File: src/rtl/ps2_pkg.sv
// ps2_pkg: shared definitions for the PS/2 note decoder.
//   - scan-code constants (prefixes, octave keys, the 13 note keys)
//   - prefix-tracking FSM state encoding
//   - helpers: lowest held key, MIDI-style note code
package ps2_pkg;

    localparam int NUM_NOTES = 13;

    localparam logic [7:0] BREAK_CODE = 8'hF0;
    localparam logic [7:0] EXT_CODE   = 8'hE0;
    localparam logic [7:0] OCT_DN     = 8'h1A;  // Z
    localparam logic [7:0] OCT_UP     = 8'h22;  // X

    // Note keys, named by the chromatic index they produce.
    localparam logic [7:0] KEY_N0  = 8'h1C;  // A  C
    localparam logic [7:0] KEY_N1  = 8'h1D;  // W  C#
    localparam logic [7:0] KEY_N2  = 8'h1B;  // S  D
    localparam logic [7:0] KEY_N3  = 8'h24;  // E  D#
    localparam logic [7:0] KEY_N4  = 8'h23;  // D  E
    localparam logic [7:0] KEY_N5  = 8'h2B;  // F  F
    localparam logic [7:0] KEY_N6  = 8'h2C;  // T  F#
    localparam logic [7:0] KEY_N7  = 8'h34;  // G  G
    localparam logic [7:0] KEY_N8  = 8'h35;  // Y  G#
    localparam logic [7:0] KEY_N9  = 8'h33;  // H  A
    localparam logic [7:0] KEY_N10 = 8'h3C;  // U  A#
    localparam logic [7:0] KEY_N11 = 8'h3B;  // J  B
    localparam logic [7:0] KEY_N12 = 8'h42;  // K  C'

    typedef enum logic [1:0] {
        ST_IDLE    = 2'd0,
        ST_BRK     = 2'd1,
        ST_EXT     = 2'd2,
        ST_EXT_BRK = 2'd3
    } state_e;

    // Index of the lowest set bit; 0 when the vector is empty.
    function automatic logic [3:0] lowest_set(input logic [NUM_NOTES-1:0] v);
        logic [3:0] r;
        r = '0;
        for (int i = NUM_NOTES - 1; i >= 0; i--)
            if (v[i]) r = 4'(i);
        return r;
    endfunction

    // 12*(octave+1) + idx; max 108, so 7 bits always suffice.
    function automatic logic [6:0] midi_code(input logic [2:0] oct, input logic [3:0] idx);
        logic [7:0] t;
        t = (8'(oct) + 8'd1) * 8'd12 + 8'(idx);
        return t[6:0];
    endfunction

endpackage

File: src/rtl/ps2_scan_to_note.sv
// ps2_scan_to_note: purely combinational scan-code classifier.
//   code_i      : scan-code byte
//   is_note_o   : byte is one of the 13 note keys
//   idx_o       : chromatic index of that key (0 when not a note)
//   is_oct_up_o : byte is the octave-up key
//   is_oct_dn_o : byte is the octave-down key
module ps2_scan_to_note
    import ps2_pkg::*;
(
    input  logic [7:0] code_i,
    output logic       is_note_o,
    output logic [3:0] idx_o,
    output logic       is_oct_up_o,
    output logic       is_oct_dn_o
);

    always_comb begin
        is_note_o = 1'b1;
        idx_o     = 4'd0;
        case (code_i)
            KEY_N0:  idx_o = 4'd0;
            KEY_N1:  idx_o = 4'd1;
            KEY_N2:  idx_o = 4'd2;
            KEY_N3:  idx_o = 4'd3;
            KEY_N4:  idx_o = 4'd4;
            KEY_N5:  idx_o = 4'd5;
            KEY_N6:  idx_o = 4'd6;
            KEY_N7:  idx_o = 4'd7;
            KEY_N8:  idx_o = 4'd8;
            KEY_N9:  idx_o = 4'd9;
            KEY_N10: idx_o = 4'd10;
            KEY_N11: idx_o = 4'd11;
            KEY_N12: idx_o = 4'd12;
            default: is_note_o = 1'b0;
        endcase
    end

    assign is_oct_up_o = (code_i == OCT_UP);
    assign is_oct_dn_o = (code_i == OCT_DN);

endmodule

File: src/rtl/ps2_note_decoder.sv
// ps2_note_decoder: turns a PS/2 scan-code byte stream into piano note events.
//   clk, reset        : clock, synchronous active-high reset
//   scan_code_ready   : one-cycle strobe qualifying scan_code
//   scan_code         : received byte
//   note_evt          : one-cycle press/release pulse
//   note_on, note_idx : direction and index of that event
//   keys_held         : bitmap of held note keys
//   octave            : current octave (saturating 0..OCT_MAX)
//   active_valid      : a note is sounding
//   active_note       : 12*(octave+1) + active index (last-pressed wins)
// All outputs are registered, one cycle after the strobe.
module ps2_note_decoder
    import ps2_pkg::*;
#(
    parameter int OCT_DEFAULT = 4,
    parameter int OCT_MAX     = 7
) (
    input  logic                 clk,
    input  logic                 reset,
    input  logic                 scan_code_ready,
    input  logic [7:0]           scan_code,
    output logic                 note_evt,
    output logic                 note_on,
    output logic [3:0]           note_idx,
    output logic [NUM_NOTES-1:0] keys_held,
    output logic [2:0]           octave,
    output logic                 active_valid,
    output logic [6:0]           active_note
);

    state_e               state_q, state_d;
    logic [NUM_NOTES-1:0] keys_q, keys_d;
    logic                 evt_q, evt_d;
    logic                 on_q, on_d;
    logic [3:0]           idx_q, idx_d;
    logic [2:0]           oct_q, oct_d;
    logic                 act_vld_q, act_vld_d;
    logic [3:0]           act_idx_q, act_idx_d;
    logic [6:0]           act_note_q, act_note_d;

    logic       is_note, is_oct_up, is_oct_dn;
    logic [3:0] map_idx;

    ps2_scan_to_note u_map (
        .code_i      (scan_code),
        .is_note_o   (is_note),
        .idx_o       (map_idx),
        .is_oct_up_o (is_oct_up),
        .is_oct_dn_o (is_oct_dn)
    );

    always_comb begin
        state_d   = state_q;
        keys_d    = keys_q;
        evt_d     = 1'b0;
        on_d      = on_q;
        idx_d     = idx_q;
        oct_d     = oct_q;
        act_vld_d = act_vld_q;
        act_idx_d = act_idx_q;

        if (scan_code_ready) begin
            case (state_q)
                ST_IDLE: begin
                    if (scan_code == BREAK_CODE) begin
                        state_d = ST_BRK;
                    end else if (scan_code == EXT_CODE) begin
                        state_d = ST_EXT;
                    end else if (is_note) begin
                        // Typematic repeats of a held key are swallowed.
                        if (!keys_q[map_idx]) begin
                            keys_d[map_idx] = 1'b1;
                            evt_d     = 1'b1;
                            on_d      = 1'b1;
                            idx_d     = map_idx;
                            act_vld_d = 1'b1;
                            act_idx_d = map_idx;
                        end
                    end else if (is_oct_up) begin
                        if (oct_q < 3'(OCT_MAX)) oct_d = oct_q + 3'd1;
                    end else if (is_oct_dn) begin
                        if (oct_q != 3'd0) oct_d = oct_q - 3'd1;
                    end
                end
                ST_BRK: begin
                    // Repeated F0 keeps the break prefix armed.
                    if (scan_code != BREAK_CODE) begin
                        state_d = ST_IDLE;
                        if (is_note && keys_q[map_idx]) begin
                            keys_d[map_idx] = 1'b0;
                            evt_d = 1'b1;
                            on_d  = 1'b0;
                            idx_d = map_idx;
                            // Only releasing the sounding note moves the active index.
                            if (act_vld_q && act_idx_q == map_idx) begin
                                if (keys_d != '0) act_idx_d = lowest_set(keys_d);
                                else              act_vld_d = 1'b0;
                            end
                        end
                    end
                end
                ST_EXT:     state_d = (scan_code == BREAK_CODE) ? ST_EXT_BRK : ST_IDLE;
                ST_EXT_BRK: state_d = ST_IDLE;
                default:    state_d = ST_IDLE;
            endcase
        end

        act_note_d = midi_code(oct_d, act_idx_d);
    end

    always_ff @(posedge clk) begin
        if (reset) begin
            state_q    <= ST_IDLE;
            keys_q     <= '0;
            evt_q      <= 1'b0;
            on_q       <= 1'b0;
            idx_q      <= 4'd0;
            oct_q      <= 3'(OCT_DEFAULT);
            act_vld_q  <= 1'b0;
            act_idx_q  <= 4'd0;
            act_note_q <= midi_code(3'(OCT_DEFAULT), 4'd0);
        end else begin
            state_q    <= state_d;
            keys_q     <= keys_d;
            evt_q      <= evt_d;
            on_q       <= on_d;
            idx_q      <= idx_d;
            oct_q      <= oct_d;
            act_vld_q  <= act_vld_d;
            act_idx_q  <= act_idx_d;
            act_note_q <= act_note_d;
        end
    end

    assign note_evt     = evt_q;
    assign note_on      = on_q;
    assign note_idx     = idx_q;
    assign keys_held    = keys_q;
    assign octave       = oct_q;
    assign active_valid = act_vld_q;
    assign active_note  = act_note_q;

endmodule

File: config.mk
export PLATFORM = sky130hd
export DESIGN_NAME = ps2_note_decoder
export DESIGN_NICKNAME = d
export VERILOG_FILES = /design/src/rtl/ps2_pkg.sv /design/src/rtl/ps2_scan_to_note.sv /design/src/rtl/ps2_note_decoder.sv
export SDC_FILE = /design/constraint.sdc
export NUM_CORES = 1
export LEC_CHECK = 0
export BUFFER_PORTS_ARGS = -buffer_cell sky130_fd_sc_hd__buf_2
export CAP_MARGIN = 20
export CORE_AREA = 2 2 104 106
export CTS_CLUSTER_SIZE = 16
export DETAILED_ROUTE_END_ITERATION = 8
export DIE_AREA = 0 0 106 108
export GPL_TIMING_DRIVEN = 0
export SETUP_SLACK_MARGIN = 0.02
export SYNTH_ARGS = -nofsm -noshare
export SYNTH_HDL_FRONTEND = slang
export SYNTH_SLANG_ARGS = --single-unit
File: constraint.sdc
create_clock -name clk -period 4.7 [get_ports clk]
set_input_delay 0.705 -clock clk [delete_from_list [all_inputs] [get_ports clk]]
set_output_delay 0.705 -clock clk [all_outputs]
set_load 0.01 [all_outputs]
==> impl_metrics.yaml, run 1 <==
outcome:
  outcome: "completed"
floorplanning:
  die_height_um: 108
  coreArea_sq_mm: 0.0102
  die_area_sq_mm: 0.0114
  chipWidth_um: 106
  row_count: 37
  initial_core_util: 0.295
  ios: 41
clocking:
  cts_inserted_buffers: 5
  clk_pin_slew_ns: 0.08
  worst_skew_pair.late_latency_ns: 0.31
  root_buffer: "clkbuf_8"
  clock_path_buffers: 2
  cts.sinks: 34
  htreeDepth: 2
  cts_tree: "yes"
global_routing:
  grt_pass1_vias: 2997
  grt-ovfl-total: 0
  antenna_found_initial: 0
  grt_max_degree: 12
  grt_util_all_layers: 0.171
  grt_pass1_wl_mm: 15.7
placed_design:
  dp_hpwl_mm: 7.35
  io_buffers: 38
  gp_congestion: 0.996
  pre_cts_slack_ns: -0.587
  placed_area_sq_mm: 0.00338
routing:
  wl_per_cell_um: 17.4
  viasPerCell: 5.60
  routed_wl_mm: 10.0
  drt_iter0_markers: 206
  dr.pass1.iters: 4
  ant_nets: 0
  via_count: 3226
  drcViolationCount: 0
synthesis:
  async_flop_share: 0
  syn-instance-count: 383
  yosys_warnings: 0
  yosysSeqAreaShare: 0.226
  avgSynthCellArea_sq_um: 7.88
  ys_types: 83
  synth_edf_count: 0
  synth.net_count: 405
  synth_area_sq_mm: 0.00302
  synth_flop_cell: "dfxtp_1"
  ys_ff_latch: 34
layout:
  layout_commonest_cell: "nand2_1"
  post-route-util: 0.365
  syn_to_final_growth_pct: 23.7
  final_cell_area_sq_mm: 0.00373
  drive_above_1_share: 0.268
  fillCellCount: 1081
  final_nets: 461
  num_antenna_cells: 0
  layout_common_cells: "nand2_1, buf_2, dfxtp_1"
min_path:
  hold_path.class: "reg2reg"
sta:
  slew_violations: 0
  worst_slack_ns: 0.0943
  period_minus_slack_ns: 4.61
  finalHoldViolations: 0
  min_period_over_period: 0.980
  fin_skew_ns: 0.0140
  rsz0062_at_grt: "true"
  final-setup-viol-count: 0
  max_freq_mhz: 217
  worst_slew_pin_slew_ns: 0.701
  slew_headroom: 0.531
worst_setup_path:
  crit_end: "active_note[6]"
  r2r-start: "state_q[1]"
  cp-start-kind: "primary input"
  setup.worst_path.class: "in2reg"
  crit_chain: "buf_2 -> buf_6 -> or4b_4 -> o41ai_4 -> a21boi_4 -> nand4_1 -> or4_4 -> and4_4 -> mux2i_2 -> or3_1 -> ha_2 -> inv_1 -> fa_2 -> o22ai_2 -> nand3_2 -> or4_1 -> a21oi_1"
  rrSetupSlack_ns: 0.72
  critPathCaptureType: "flop"
  max_stage_delay_ns: 0.58
  r2r_cells: 15
  timing.rr.end: "active_note[6]"
  path_max_fanout: 10
  crit_start: "scan_code[7]"
  critical_path_arrival_ns: 4.84
  slowest_stage: "or4b_4"
  worst_ep_required_time_ns: 4.93
pwr:
  powerDensity_mw_per_mm2: 170
  power_w: 0.000633
  power.leakage_nw: 1.47
  irDropWorstVdd_v: 0.0000822
run:
  max_cap_viol_count: 0
[critical path, delay by kind of cell]
kind	cells	cell delay [ns]
AO/OA/AOI/OAI	4	0.94
adder cells (fa/ha/maj)	2	0.55
buffers and inverters	3	0.31
multiplexers	1	0.19
AND/OR/NAND/NOR	7	2.13
[Yosys cell counts, types with 3 or more instances]
cell / n / area [sq um]
dfxtp_1: 34 / 681
clkbuf_1: 7 / 26.3
and3_1: 4 / 25.0
and2_1: 4 / 25.0
o211ai_1: 8 / 60.1
a211o_1: 3 / 26.3
xnor2_1: 9 / 78.8
nor2_1: 20 / 75.1
o211a_1: 4 / 40.0
inv_1: 20 / 75.1
buf_2: 9 / 45.0
nand2_1: 50 / 188
or3_1: 4 / 25.0
buf_4: 4 / 30.0
nand4_1: 7 / 43.8
nand2b_1: 7 / 43.8
o21ai_1: 8 / 40.0
nor2b_1: 6 / 37.5
o2111ai_1: 6 / 52.6
ha_1: 9 / 113
a22oi_1: 3 / 22.5
o31ai_1: 6 / 45.0
mux2i_1: 16 / 160
nor3_1: 8 / 40.0
nor4_1: 7 / 43.8
a21oi_1: 17 / 85.1
or4b_1: 3 / 30.0
or4_1: 4 / 30.0
nor4b_1: 3 / 26.3
o21ai_0: 13 / 65.1
a31oi_1: 6 / 37.5
nand3_1: 9 / 45.0
[area by class of cell]
| type | count | area [sq um] | area share |
|---|---|---|---|
| Clock buffer | 6 | 82.6 | 0.0221 |
| Timing Repair Buffer | 49 | 273 | 0.0731 |
| Tap cell | 136 | 170 | 0.0456 |
| Buffer | 22 | 129 | 0.0345 |
| Clock inverter | 2 | 12.5 | 0.00335 |
| Multi-Input combinational cell | 307 | 2310 | 0.619 |
| Inverter | 20 | 75.1 | 0.0201 |
| Sequential cell | 34 | 681 | 0.182 |
[routing by layer]
metal,track usage,vias to the layer above,part of all wire,routed length [um]
met5,0,-,0,0
met3,0.0229,9,0.043,435
met2,0.291,84,0.48,4870
met1,0.235,1575,0.46,4660
met4,0.0310,0,0.0080,80
li1,-,1558,-,-
[how the worst min path moves through the flow]
stage                     start     endpoint  slack, ns  depth (start not counted)
floorplan           note_idx[2]  note_idx[2]       0.48                          2
global placement    note_idx[2]  note_idx[2]       0.45                          2
detailed placement      note_on      note_on       0.45                          2
CTS                 note_idx[2]  note_idx[2]       0.47                          2
global route            note_on      note_on       0.49                          2
finish              note_idx[2]  note_idx[2]       0.47                          2
[power breakdown]
part | total, W | switching [W] | leakage [nW] | internal, W
logic | 0.0000962 | 0.0000627 | 1.15 | 0.0000335
clock network | 0.000243 | 0.000126 | 0.0472 | 0.000118
registers | 0.000293 | 0.00000243 | 0.274 | 0.000291
total | 0.000633 | 0.000191 | 1.47 | 0.000442
[repair_timing]
action                     4_1_cts  5_1_grt
pin swaps                        1       11
hold buffers                     0        0
gates resized for setup          8       34
hold endpoints to repair         0        0
setup endpoints to repair        1        1
buffers inserted                 1       10
[kinds of logic after synthesis]
kind of cell	share of synthesized area
muxes	0.0568
buffers and inverters	0.0634
adders and majority gates	0.0506
AOI/OAI and AO/OA	0.267
xor gates and xnor gates	0.0319
and+or+nand+nor	0.305
DFF	0.226
[per-stage QoR]
step	instances	hold WS [ns]	setup TNS (ns)
3_3_place_gp	557	0.454	-0.752
4_1_cts	566	0.475	0
6_report	576	0.467	0
5_1_grt	576	0.490	-0.0309
3_5_place_dp	557	0.454	-0.876
2_1_floorplan	383	0.479	0
Note: power is estimated with default switching activity, not from simulation.
==> inputs of run 2 (changes only) <==
ABC_AREA = 1   (was unset)
CORE_AREA = 5 5 105 107   (was 2 2 104 106)
DIE_AREA = 0 0 110 112   (was 0 0 106 108)
==> run 2 against run 1 <==
Effect of this change:
- worst hold slack barely moved
- sequential share of layout area rose by 2.0 points
- register-to-register slack improved by 0.52 ns
- setup slack improved by 0.33 ns
- non-clock buffer count fell by 23
- clock power rose by 16%
- core utilization fell by 2.9 points
- critical path type unchanged
- largest power group unchanged
==> impl_metrics.yaml, run 2 <==
global_routing:
  use_met3: 0.0220
  busiest_layer: "met2"
  grt_util_all_layers: 0.142
  grt_pass1_wl_mm: 14.2
  antenna_found_initial: 0
  grt_max_degree: 13
  grt_util_met1: 0.193
  grtUsageMet2: 0.223
  grt_pass1_vias: 2984
  grt-ovfl-total: 0
routing:
  drt_iter0_markers: 172
  dr.pass1.iters: 4
  via_count: 3109
  wl_per_cell_um: 13.0
  drcViolationCount: 0
  ant_nets: 0
  routed_wl_mm: 8.58
  viasPerCell: 4.71
sta:
  fin_setup_tns_ns: 0
  worst_slew_pin_slew_ns: 0.736
  slew_headroom: 0.509
  worst_slack_ns: 0.421
  max_freq_mhz: 234
  period_minus_slack_ns: 4.28
  fin_skew_ns: 0.00893
  final-setup-viol-count: 0
  min_period_over_period: 0.910
  rsz0062_at_grt: "false"
  slew_violations: 0
  finalHoldViolations: 0
min_path:
  whs_path_depth: 2
  min_from: "note_idx[0]"
  hold_path.class: "reg2reg"
  holdPathEnd: "note_idx[0]"
synthesis:
  yosys_warnings: 0
  synth_edf_count: 0
  yosysMostFrequentCell: "nand2_1"
  avgSynthCellArea_sq_um: 6.06
  synth_common_cells: "nand2_1, nor2_1, inv_1"
  async_flop_share: 0
  synth.net_count: 499
  yosysSeqAreaShare: 0.235
  syn-instance-count: 477
  synth_top_area_frac: 0.235
  synth_flop_cell: "dfxtp_1"
  ys_types: 42
  synth.largest_area_cell: "dfxtp_1"
  ys_ff_latch: 34
  synth_area_sq_mm: 0.00289
  synthTopCellsByArea: "dfxtp_1, nand2_1, nor2_1"
floorplanning:
  row_count: 37
  initial_core_util: 0.288
  ios: 41
  chipWidth_um: 110
  die_height_um: 112
  die_area_sq_mm: 0.0123
  coreArea_sq_mm: 0.0100
layout:
  layout_common_cells: "nand2_1, nor2_1, inv_1"
  layout_commonest_cell: "nand2_1"
  syn_to_final_growth_pct: 16.6
  post-route-util: 0.335
  final_nets: 545
  num_antenna_cells: 0
  final_cell_area_sq_mm: 0.00337
  drive_above_1_share: 0.195
pwr:
  powerDensity_mw_per_mm2: 232
  power.leakage_nw: 1.67
  irDropWorstVdd_v: 0.000138
clocking:
  post_cts_buffers: 0
  cts.sinks: 34
  clock_path_buffers: 2
  clk_pin_slew_ns: 0.08
  cts_resized: 0
  root_buffer: "clkbuf_8"
  ctsHoldBuffers: 0
  cts_tree: "yes"
  cts_inserted_buffers: 5
  htreeDepth: 2
  worst_skew_pair.late_latency_ns: 0.30
worst_setup_path:
  setup.worst_path.class: "in2reg"
  r2r_cells: 20
  path_max_fanout: 6
  timing.rr.end: "active_note[6]"
  r2r-start: "state_q[1]"
  worst_ep_required_time_ns: 4.90
  critical_path_arrival_ns: 4.48
  critPathCaptureType: "flop"
  cp-start-kind: "primary input"
  rrSetupSlack_ns: 1.24
placed_design:
  io_buffers: 39
  dp_hpwl_mm: 6.74
  pre_cts_slack_ns: 0.193
  gp_congestion: 0.952
  placed_area_sq_mm: 0.00326
run:
  max_cap_viol_count: 0
outcome:
  outcome: "completed"
run 2: cell count changes after synthesis, sizes merged, moves of 14 or more:
cell   before  now
nand3       9   23
mux2i      16    1
nor2       20   74
nand2      50  154
inv        20   67
run 2: kinds of logic after synthesis:
| family | Yosys count | share of synthesized area |
|---|---|---|
| AND/OR/NAND/NOR | 276 | 0.441 |
| buffers and inverters | 78 | 0.107 |
| AO/OA/AOI/OAI | 72 | 0.145 |
| flip-flops | 34 | 0.235 |
| adder cells (fa/ha/maj) | 11 | 0.0528 |
| XOR/XNOR | 5 | 0.0152 |
| multiplexers | 1 | 0.00346 |
run 2: per-layer routing:
layer  share of wire  up-vias
li1                -     1595
met1            0.47     1404
met2            0.44       88
met3           0.061       22
met4           0.031        0
met5               0        -
run 2: worst max-delay path: stages:
cell and delay [ns]:
buf_2 0.14, inv_2 0.05, nand2_2 0.09, nor2_1 0.06, nand2_1 0.20, nand2_1 0.08, nor2_1 0.15, nand3_1 0.20
a21oi_2 0.34, nand3_1 0.20, clkinv_1 0.12, o21a_1 0.15, o211ai_1 0.08, o21a_1 0.15, ha_1 0.19, xnor2_1 0.28
inv_1 0.11, fa_1 0.43, xor2_1 0.20, nor3_1 0.19, xnor2_1 0.18, nand2_1 0.09, nand2_1 0.06, nor2_1 0.04
run 2: metrics by stage:
step	instances	power, W	hold slack [ns]
3_5_place_dp	652	0.000506	0.453
5_1_grt	660	0.000827	0.477
2_1_floorplan	477	0.000451	0.466
6_report	660	0.000782	0.467
3_3_place_gp	652	0.000501	0.454
4_1_cts	660	0.000789	0.464
run 2: worst max-delay path by stage:
stage | startpoint | endpoint | slack [ns] | cells after the start
floorplan | scan_code[3] | active_note[6] | 0.88 | 23
global placement | scan_code[2] | active_note[6] | 0.27 | 24
CTS | scan_code[2] | active_note[6] | 0.47 | 24
finish | scan_code[2] | active_note[6] | 0.42 | 24
detailed placement | scan_code[2] | active_note[6] | 0.19 | 24
global route | scan_code[2] | active_note[6] | 0.07 | 24
run 2: power breakdown:
| part | internal, W | leakage [nW] | switching [W] |
|---|---|---|---|
| logic | 0.0000631 | 1.35 | 0.000125 |
| registers | 0.000303 | 0.276 | 0.00000751 |
| clock network | 0.000158 | 0.0504 | 0.000125 |
| total | 0.000524 | 1.67 | 0.000257 |
run 2: cell type report:
cell class | instances | area, sq um
multi-input combinational | 365 | 1900
tap | 136 | 170
clock buffer | 5 | 68.8
inverter | 69 | 260
clock inverter | 3 | 45.0
sequential | 34 | 681
fill | 1136 | 6680
buffer | 9 | 48.8
timing repair buffer | 39 | 195
==> inputs of run 3 (changes only) <==
CORE_AREA = 5 5 120 94   (was 5 5 105 107)
DIE_AREA = 0 0 125 99   (was 0 0 110 112)
==> run 3 against run 2 <==
Effect of this change:
- core utilization increased by 0.90 points
- final cell count unchanged
- largest cell class unchanged
- flip-flop and latch count unchanged
- sequential power about the same
- critical path depth unchanged
- die area increased by 0.45%
- fmax about the same
- via count increased by 0.93%
- clock-buffer cell count unchanged
- non-clock buffer count unchanged
- total power increased by 13%
- sequential share of layout area decreased by 0.38 points
==> impl_metrics.yaml, run 3 (synthesis gave the netlist of run 2 again) <==
outcome:
  outcome: "completed"
placed_design:
  gp_congestion: 0.929
  dp_hpwl_mm: 6.92
  dp_cells: 652
  io_buffers: 39
pwr:
  power.leakage_nw: 1.70
  p_int_w: 0.000618
  p_seq_frac: 0.352
  irDropWorstVdd_v: 0.000110
  p_switching_w: 0.000266
  combPwrFrac: 0.216
  clock_power_share: 0.432
  sw_frac_of_total: 0.301
  powerDensity_mw_per_mm2: 257
global_routing:
  grt_pass1_wl_mm: 14.6
  antenna_found_initial: 0
  grt-ovfl-total: 0
  grt_util_all_layers: 0.144
  grt_pass1_vias: 2903
  grt_max_degree: 13
floorplanning:
  initial_core_util: 0.290
  chipWidth_um: 125
  coreArea_sq_mm: 0.00997
  ios: 41
  die_area_sq_mm: 0.0124
  row_count: 32
  die_height_um: 99
clocking:
  htreeDepth: 2
  cts_inserted_buffers: 5
  cts_tree: "yes"
  root_buffer: "clkbuf_16"
  clk_pin_slew_ns: 0.06
  worst_skew_pair.late_latency_ns: 0.28
  cts.sinks: 34
  clock_path_buffers: 2
min_path:
  min_from: "note_idx[0]"
  hold_path.class: "reg2reg"
  whs_path_depth: 2
  holdPathEnd: "note_idx[0]"
routing:
  viasPerCell: 4.75
  drcViolationCount: 0
  wl_per_cell_um: 13.4
  drt_iter0_markers: 232
  via_count: 3138
  dr.pass1.iters: 5
  routed_wl_mm: 8.82
  ant_nets: 0
worst_setup_path:
  r2r_cells: 20
  cp-start-kind: "primary input"
  max_stage_delay_ns: 0.45
  critPathCaptureType: "flop"
  path_max_fanout: 6
  r2r-start: "state_q[1]"
  rrSetupSlack_ns: 1.24
  worst-path-buf-inv: 4
  slowest_stage: "fa_1"
  critical_path_arrival_ns: 4.46
  crit_chain: "buf_2 -> inv_2 -> nand2_2 -> nor2_1 -> nand2_1 -> nand2_1 -> nor2_1 -> nand3_1 -> a21oi_4 -> nand3_1 -> clkinv_1 -> o21a_1 -> o211ai_1 -> o21a_1 -> ha_1 -> xnor2_1 -> inv_1 -> fa_1 -> xor2_1 -> nor3_1 -> xnor2_1 -> nand2_1 -> nand2_1 -> nor2_1"
  cpMostUsedCell: "nand2_1"
  worst_ep_required_time_ns: 4.88
  timing.rr.end: "active_note[6]"
  setup.worst_path.class: "in2reg"
  cpLargestDelayFamily: "simple AND/OR/NAND/NOR gates"
layout:
  drive_above_1_share: 0.195
  fillCellCount: 1093
  num_antenna_cells: 0
  seqCellArea_sq_um: 681
  layout_common_cells: "nand2_1, nor2_1, inv_1"
  fin_cells: 660
  post-route-util: 0.344
  final_nets: 545
  syn_to_final_growth_pct: 18.8
  layout_commonest_cell: "nand2_1"
  multi_input_area_sq_mm: 0.00191
sta:
  min_period_over_period: 0.910
  worst_slew_pin_slew_ns: 0.730
  period_minus_slack_ns: 4.28
  final-setup-viol-count: 0
  fin_skew_ns: 0.00448
  finalHoldViolations: 0
  max_freq_mhz: 234
  fin_setup_tns_ns: 0
  rsz0062_at_grt: "false"
  slew_violations: 0
  slew_headroom: 0.511
run:
  max_cap_viol_count: 0
run 3: worst max path at each step:
stage / startpoint / endpoint / slack [ns] / depth (start not counted)
after detailed placement: scan_code[2] / active_note[6] / 0.10 / 24
after global placement: scan_code[2] / active_note[6] / 0.20 / 24
after CTS: scan_code[2] / active_note[6] / 0.40 / 24
after global routing: scan_code[2] / active_note[6] / 0.02 / 24
after floorplan: scan_code[3] / active_note[6] / 0.88 / 23
final: scan_code[2] / active_note[6] / 0.42 / 24
run 3: stage by stage:
| step | instance area [sq um] | setup WS [ns] | power, W | hold slack (ns) |
|---|---|---|---|---|
| 2_1_floorplan | 2890 | 0.877 | 0.000451 | 0.466 |
| 3_3_place_gp | 3260 | 0.199 | 0.000503 | 0.454 |
| 3_5_place_dp | 3260 | 0.103 | 0.000508 | 0.459 |
| 4_1_cts | 3430 | 0.397 | 0.000892 | 0.468 |
| 5_1_grt | 3430 | 0.0217 | 0.000932 | 0.502 |
| 6_report | 3430 | 0.422 | 0.000884 | 0.462 |
run 3: worst register-to-register path: cells and delay by family, from the launching register on:
family / cells / cell delay, ns
fa+ha+maj: 2 / 0.65
compound gates: 4 / 0.48
xor+xnor: 3 / 0.63
flops: 1 / 0.34
buf+inv: 4 / 0.42
simple gates: 7 / 0.83
run 3: final cells by class:
| class | instances | area share |
|---|---|---|
| plain buffers | 9 | 0.0142 |
| clock buffers | 5 | 0.0364 |
| clock inverters | 3 | 0.0131 |
| inverters | 69 | 0.0758 |
| multi-input cells | 365 | 0.556 |
| flip-flops and latches | 34 | 0.198 |
| well taps | 136 | 0.0496 |
| repair buffers | 39 | 0.0569 |
run 3: power groups by stage:
stage | logic [W] | registers, W | clock network, W
final | 0.000191 | 0.000311 | 0.000382
after global routing | 0.000217 | 0.000313 | 0.000402
after CTS | 0.000191 | 0.000311 | 0.000390
after detailed placement | 0.000190 | 0.000318 | 0
after global placement | 0.000186 | 0.000317 | 0
after floorplan | 0.000128 | 0.000323 | 0
run 3: timing repair:
item                       in CTS  in global routing
gates resized for setup         0                  1
setup endpoints to repair       0                  1
hold buffers                    0                  0
setup buffers                   0                  0
run 3: per-layer routing:
metal  up-vias  share of wire  track usage
li1       1596              -            -
met1      1409           0.50        0.209
met2       124           0.41        0.220
met3         9          0.079       0.0265
met4         0          0.010       0.0375
met5         -              0            0
